### config.mk
export PLATFORM = sky130hd
export DESIGN_NAME = axi_lite_slave_mem
export DESIGN_NICKNAME = d
export VERILOG_FILES = /design/src/rtl/axi_lite_slave_mem.sv
export SDC_FILE = /design/constraint.sdc
export NUM_CORES = 1
export LEC_CHECK = 0
export CAP_MARGIN = 10
export CORE_MARGIN = 2
export CORE_UTILIZATION = 59
export CTS_CLUSTER_SIZE = 40
export DETAILED_ROUTE_END_ITERATION = 8
export PLACE_DENSITY = 0.89
export SYNTH_ARGS = -nofsm -noshare
export SYNTH_HDL_FRONTEND = slang
export SYNTH_SLANG_ARGS = --single-unit
### constraint.sdc
create_clock -name clk -period 2.8 [get_ports clk]
set_clock_uncertainty 0.05 [all_clocks]
set_input_delay 0.28 -clock clk [delete_from_list [all_inputs] [get_ports clk]]
set_output_delay 0.28 -clock clk [all_outputs]
set_load 0.005 [all_outputs]
### src/rtl/axi_lite_slave_mem.sv
// AXI-Lite style slave over a 16 x 4-bit register file, every access completes OKAY.
// Latency: read data is valid one cycle after AR; a write commits on the edge that accepts the second of its AW/W pair.
// Backpressure: rvalid/rdata and bvalid hold until the master's ready; optional B channel under `AXI_SLV_BRESP_EN.
module axi_lite_slave_mem (
   input  logic       clk,
   input  logic       reset,
   input  logic       ms_arvalid,
   input  logic [3:0] ms_araddr,
   output logic       sm_arready,
   output logic       sm_rvalid,
   output logic [3:0] sm_rdata,
   input  logic       ms_rready,
   input  logic       ms_awvalid,
   input  logic [3:0] ms_awaddr,
   output logic       sm_awready,
   input  logic       ms_wvalid,
   input  logic [3:0] ms_wdata,
   output logic       sm_wready,
   output logic       sm_bvalid,
   input  logic       ms_bready
);

   typedef enum logic [0:0] {R_IDLE, R_DATA} r_state_t;
`ifdef AXI_SLV_BRESP_EN
   typedef enum logic [1:0] {W_IDLE, W_HAVE_ADDR, W_HAVE_DATA, W_RESP} w_state_t;
`else
   typedef enum logic [1:0] {W_IDLE, W_HAVE_ADDR, W_HAVE_DATA} w_state_t;
`endif

   r_state_t   r_state_q, r_state_d;
   w_state_t   w_state_q, w_state_d;
   logic [3:0] rdata_q, rdata_d;
   logic [3:0] waddr_q, waddr_d;
   logic [3:0] wdata_q, wdata_d;
   logic [3:0] mem_q [16];

   logic       aw_hs, w_hs;
   logic       commit;
   logic [3:0] commit_addr, commit_data;

   assign sm_arready = (r_state_q == R_IDLE);
   assign sm_rvalid  = (r_state_q == R_DATA);
   assign sm_rdata   = rdata_q;
   assign sm_awready = (w_state_q == W_IDLE) || (w_state_q == W_HAVE_DATA);
   assign sm_wready  = (w_state_q == W_IDLE) || (w_state_q == W_HAVE_ADDR);

`ifdef AXI_SLV_BRESP_EN
   assign sm_bvalid = (w_state_q == W_RESP);
`else
   logic unused_bready;
   assign sm_bvalid     = 1'b0;
   assign unused_bready = ms_bready;
`endif

   assign aw_hs = ms_awvalid && sm_awready;
   assign w_hs  = ms_wvalid && sm_wready;

   // Read FSM: sample the array on AR (pre-write value on a same-edge commit), hold until R handshake.
   always_comb begin
      r_state_d = r_state_q;
      rdata_d   = rdata_q;
      case (r_state_q)
         R_IDLE: begin
            if (ms_arvalid) begin
               rdata_d   = mem_q[ms_araddr];
               r_state_d = R_DATA;
            end
         end
         R_DATA: begin
            if (ms_rready) r_state_d = R_IDLE;
         end
         default: r_state_d = R_IDLE;
      endcase
   end

   // Write FSM: collect AW and W in either order, commit when the pair completes.
   always_comb begin
      w_state_d   = w_state_q;
      waddr_d     = waddr_q;
      wdata_d     = wdata_q;
      commit      = 1'b0;
      commit_addr = ms_awaddr;
      commit_data = ms_wdata;
      case (w_state_q)
         W_IDLE: begin
            if (aw_hs && w_hs) begin
               commit = 1'b1;
            end else if (aw_hs) begin
               waddr_d   = ms_awaddr;
               w_state_d = W_HAVE_ADDR;
            end else if (w_hs) begin
               wdata_d   = ms_wdata;
               w_state_d = W_HAVE_DATA;
            end
         end
         W_HAVE_ADDR: begin
            if (w_hs) begin
               commit      = 1'b1;
               commit_addr = waddr_q;
            end
         end
         W_HAVE_DATA: begin
            if (aw_hs) begin
               commit      = 1'b1;
               commit_data = wdata_q;
            end
         end
`ifdef AXI_SLV_BRESP_EN
         W_RESP: begin
            if (ms_bready) w_state_d = W_IDLE;
         end
`endif
         default: w_state_d = W_IDLE;
      endcase
      if (commit) begin
`ifdef AXI_SLV_BRESP_EN
         w_state_d = W_RESP;
`else
         w_state_d = W_IDLE;
`endif
      end
   end

   // State, captured halves and storage; reset drops any partial write without touching memory contents beyond clearing.
   always_ff @(posedge clk) begin
      if (reset) begin
         r_state_q <= R_IDLE;
         w_state_q <= W_IDLE;
         rdata_q   <= 4'h0;
         waddr_q   <= 4'h0;
         wdata_q   <= 4'h0;
         for (int i = 0; i < 16; i++) mem_q[i] <= 4'h0;
      end else begin
         r_state_q <= r_state_d;
         w_state_q <= w_state_d;
         rdata_q   <= rdata_d;
         waddr_q   <= waddr_d;
         wdata_q   <= wdata_d;
         if (commit) mem_q[commit_addr] <= commit_data;
      end
   end

endmodule

==> tab_implementation.tex <==
\begin{tabular}{lr}
\hline
Metric & Value \\
\hline
\multicolumn{2}{l}{\textbf{Logic synthesis}} \\
\quad Dominant synthesized flop cell & sky130\_fd\_sc\_hd\_\_edfxtp\_1 \\
\quad Most instantiated library cell after synthesis & sky130\_fd\_sc\_hd\_\_nor2\_1 \\
\quad Net Count, Synth & 360 \\
\quad Cells after synthesis & 336 \\
\quad Count of different cell masters after synthesis & 42 \\
\quad Top area cells in the synthesized netlist & sky130\_fd\_sc\_hd\_\_edfxtp\_1, sky130\_fd\_sc\_hd\_\_mux2i\_1, sky130\_fd\_sc\_hd\_\_dfxtp\_1 \\
\quad Library cell with the largest summed area after synthesis & sky130\_fd\_sc\_hd\_\_edfxtp\_1 \\
\quad Number of storage elements in the synthesis netlist & 79 \\
\quad Number of enable-type register cells in the synthesized netlist & 64 \\
\quad Portion of synthesized cell area occupied by the leading cell type & 0.485 \\
\quad Share of async-settable or async-resettable flops after synthesis & 0 \\
\quad Warnings from Yosys & 0 \\
\quad Syn Std Cell Area & 0.00397 mm² \\
\quad Mean cell area of the mapped netlist & 11.8 µm² \\
\quad Most frequent cells after synthesis & sky130\_fd\_sc\_hd\_\_nor2\_1, sky130\_fd\_sc\_hd\_\_edfxtp\_1, sky130\_fd\_sc\_hd\_\_mux2i\_1, sky130\_fd\_sc\_hd\_\_dfxtp\_1, sky130\_fd\_sc\_hd\_\_nand2\_1 \\
\quad Sequential element share of the synthesized area & 0.560 \\
\multicolumn{2}{l}{\textbf{Critical path}} \\
\quad Critical path class & reg -> reg \\
\quad Endpoint kind of the worst setup timing path & flop \\
\quad Maximum fanout count along the critical path & 11 \\
\quad Critical path cell sequence & inv\_1 > ha\_1 > and3\_1 > a21o\_1 > or3\_4 > o21bai\_1 \\
\quad Crit path buffers/inverters & 1 \\
\quad Delay of the slowest critical-path stage & 0.43 ns \\
\quad Crit path DAT & 2.43 ns \\
\quad Required @ worst endpoint & 2.74 ns \\
\quad Crit path max-delay family & compound AO/OA/AOI/OAI gates \\
\quad Slowest stage cell, crit path & sky130\_fd\_sc\_hd\_\_o21bai\_1 \\
\quad Sort of element at the start of the critical path & flop \\
\multicolumn{2}{l}{\textbf{Place}} \\
\quad GP Congestion & 0.854 \\
\quad Placement-stage worst setup slack & 0.227 ns \\
\quad Final HPWL from detailed placement & 6.40 mm \\
\quad Number of instances in the placed design & 433 \\
\quad Number of buffers inserted by port buffering & 25 \\
\multicolumn{2}{l}{\textbf{Final layout}} \\
\quad Inserted Diodes & 0 \\
\quad Number of standard cells in the final layout excluding fillers & 449 \\
\quad Total area of multi-input combinational cells & 0.00164 mm² \\
\quad Post-layout nets & 391 \\
\quad Footprint of the flip-flops and latches & 0.00222 mm² \\
\quad Core occupancy in the finished layout & 0.701 \\
\quad Fraction of final layout cells sized beyond drive strength 1 & 0.153 \\
\quad Count of filler cells inserted in the layout & 441 \\
\quad Area growth from synthesis to layout & 13.6\% \\
\multicolumn{2}{l}{\textbf{Power}} \\
\quad Net switching power figure & 0.658 mW \\
\quad Reported leakage power & 1.68 nW \\
\quad Highest ir drop seen on vdd & 0.466 mV \\
\quad Switching part of the total & 0.257 \\
\quad Pint & 1.90 mW \\
\quad Proportion of power drawn by the clock network & 0.317 \\
\quad Share of total power in sequential cells & 0.527 \\
\quad PwrDens & 569 mW/mm² \\
\quad Combinational share of power & 0.156 \\
\multicolumn{2}{l}{\textbf{STA}} \\
\quad Relative slew slack & 0.592 \\
\quad Accumulated negative setup slack & 0 ns \\
\quad Smallest setup slack after layout & 0.311 ns \\
\quad Share of the clock period used by the worst path & 0.889 \\
\quad Setup repair after global routing missed its margin & false \\
\quad Min cycle time layout & 2.49 ns \\
\quad Worst Tran Pin Value & 0.610 ns \\
\quad Count of endpoints failing hold in the final timing report & 0 \\
\quad Max-slew violation count & 0 \\
\quad Final Setup Violations & 0 \\
\quad Maximum operating frequency & 402 MHz \\
\quad Post-Route Hold Slack & 0.443 ns \\
\multicolumn{2}{l}{\textbf{Global route}} \\
\quad Pin count of the biggest net entering global routing & 33 \\
\quad Global Route Usage Sum & 0.245 \\
\quad Initial antenna violation count & 0 \\
\quad Number of global-route vias before repair & 2664 \\
\quad Global-route wire length before repair & 13.4 mm \\
\quad Remaining Overflow, GRT & 0 \\
\multicolumn{2}{l}{\textbf{Clocking}} \\
\quad Longest Clk Path Bufs & 2 \\
\quad TritonCTS clock tree & built \\
\quad Cts repair resizes & 0 \\
\quad Number of H-tree levels & 3 \\
\quad Clk\_lat worst skew & 0.34 ns \\
\quad Number of buffers inserted during clock tree synthesis & 9 \\
\quad Cell at the root of the clock tree & sky130\_fd\_sc\_hd\_\_clkbuf\_8 \\
\quad Post CTS Setup Buffer Count & 0 \\
\quad Clock slew at reported path FFs & 0.08 ns \\
\quad CTS hold repair buffers & 0 \\
\quad Number of clock sinks seen by CTS & 79 \\
\multicolumn{2}{l}{\textbf{Run status}} \\
\quad Status & complete, no violations \\
\multicolumn{2}{l}{\textbf{Floorplan}} \\
\quad Std-Cell Rows & 29 \\
\quad Core region area & 0.00642 mm² \\
\quad Number of ports placed on the die boundary & 28 \\
\quad Die Span Y & 86.0 µm \\
\quad Overall die width & 86.0 µm \\
\quad Die Outline Area & 0.00739 mm² \\
\quad Initial standard-cell utilization of the core & 0.617 \\
\multicolumn{2}{l}{\textbf{Drt}} \\
\quad DR pass1 iterations & 5 \\
\quad Average detailed-routed wire length per instance & 18.9 µm \\
\quad Final routed wirelength across all metal layers & 8.49 mm \\
\quad Number of design-rule violations left by the first detailed-router iteration & 256 \\
\quad Number of nets still failing antenna checks after routing & 0 \\
\quad Via count normalized by instance count & 6.05 \\
\quad Number of remaining DRC errors & 0 \\
\quad Via count of the routed design & 2718 \\
\multicolumn{2}{l}{\textbf{Hold path}} \\
\quad Hold Path Class & reg -> reg \\
\multicolumn{2}{l}{\textbf{Flow run}} \\
\quad Total of max-cap violations & 0 \\
\hline
\end{tabular}
==> metrics by stage <==
step / instance area, µm² / power (mW)
floorplan: 3970 / 1.63
global placement: 4320 / 1.75
detailed placement: 4320 / 1.77
CTS: 4500 / 2.56
global route: 4500 / 2.65
finish: 4500 / 2.56
==> state kept, by name (all words and copies together), names as in the netlist <==
name       count
wdata_q        4
sm_rdata       4
mem_q         64
w_state_q      2
waddr_q        4
sm_rvalid      1
==> tightest hold or removal path, stage by stage, from the launching register on <==
cell and delay (ns):
sky130_fd_sc_hd__dfxtp_1 0.33, sky130_fd_sc_hd__mux2i_1 0.06, sky130_fd_sc_hd__nor2_1 0.07
==> worst paths after layout <==
kind,from,end,slack [ns],cells after the start
worst max-delay path,w_state_q[1],mem_q[0][2],0.31,6
worst min-delay path,waddr_q[0],waddr_q[0],0.44,2
worst max register to register,w_state_q[1],mem_q[0][2],0.31,6
worst min register to register,waddr_q[0],waddr_q[0],0.44,2
==> layout make-up <==
class                   instances  share of cell area
clock buffers                   9              0.0275
clock inverters                 7              0.0142
inverters                       4             0.00333
multi-input cells             237               0.363
flip-flops and latches         79               0.493
well taps                      77              0.0214
repair buffers                 36              0.0767
==> power groups by stage <==
stage	sequential [mW]	clock (mW)	combinational [mW]
after CTS	1.35	0.812	0.396
after global placement	1.37	0	0.379
final	1.35	0.812	0.398
after global routing	1.36	0.862	0.431
after detailed placement	1.38	0	0.394
after floorplan	1.37	0	0.262
==> placed cells by master (no fill, tap or decap), drive strengths merged, types with 2 or more instances in the layout <==
master and instances:
mux2i 32, and3 4, nand3b 2, nor3 3
mux2 4, o21ai 7, nand4b 5, buf 11
dfxtp 15, or3 2, a211oi 2, a21oi 5
edfxtp 64, nand2 16, nand2b 14, nor2b 3
clkinv 4, mux4 8, and2 2, o21bai 6
nand3 8, clkinvlp 2, clkbuf 9, inv 4
a22oi 4, or2 3, clkdlybuf4s50 25, ha 5
nor2 76, a21o 9, nand4 7, o221ai 4
==> logic make-up (layout without fill, tap and decap cells) <==
family          Yosys count  count (layout)  share of synthesized area
flops                    79              79                      0.560
fa+ha+maj                 5               5                     0.0158
other cells               1               1                   0.000946
compound gates           40              40                     0.0707
simple gates            147             147                      0.188
buf+inv                  20              56                     0.0268
mux                      44              44                      0.138
==> metal layers <==
layer / track usage / routed length [µm] / vias up
li1: - / - / 1287
met1: 0.315 / 3480 / 1284
met2: 0.416 / 4250 / 125
met3: 0.0423 / 556 / 22
met4: 0.0952 / 207 / 0
met5: 0 / 0 / -
Note: power is estimated with default switching activity, not from simulation.
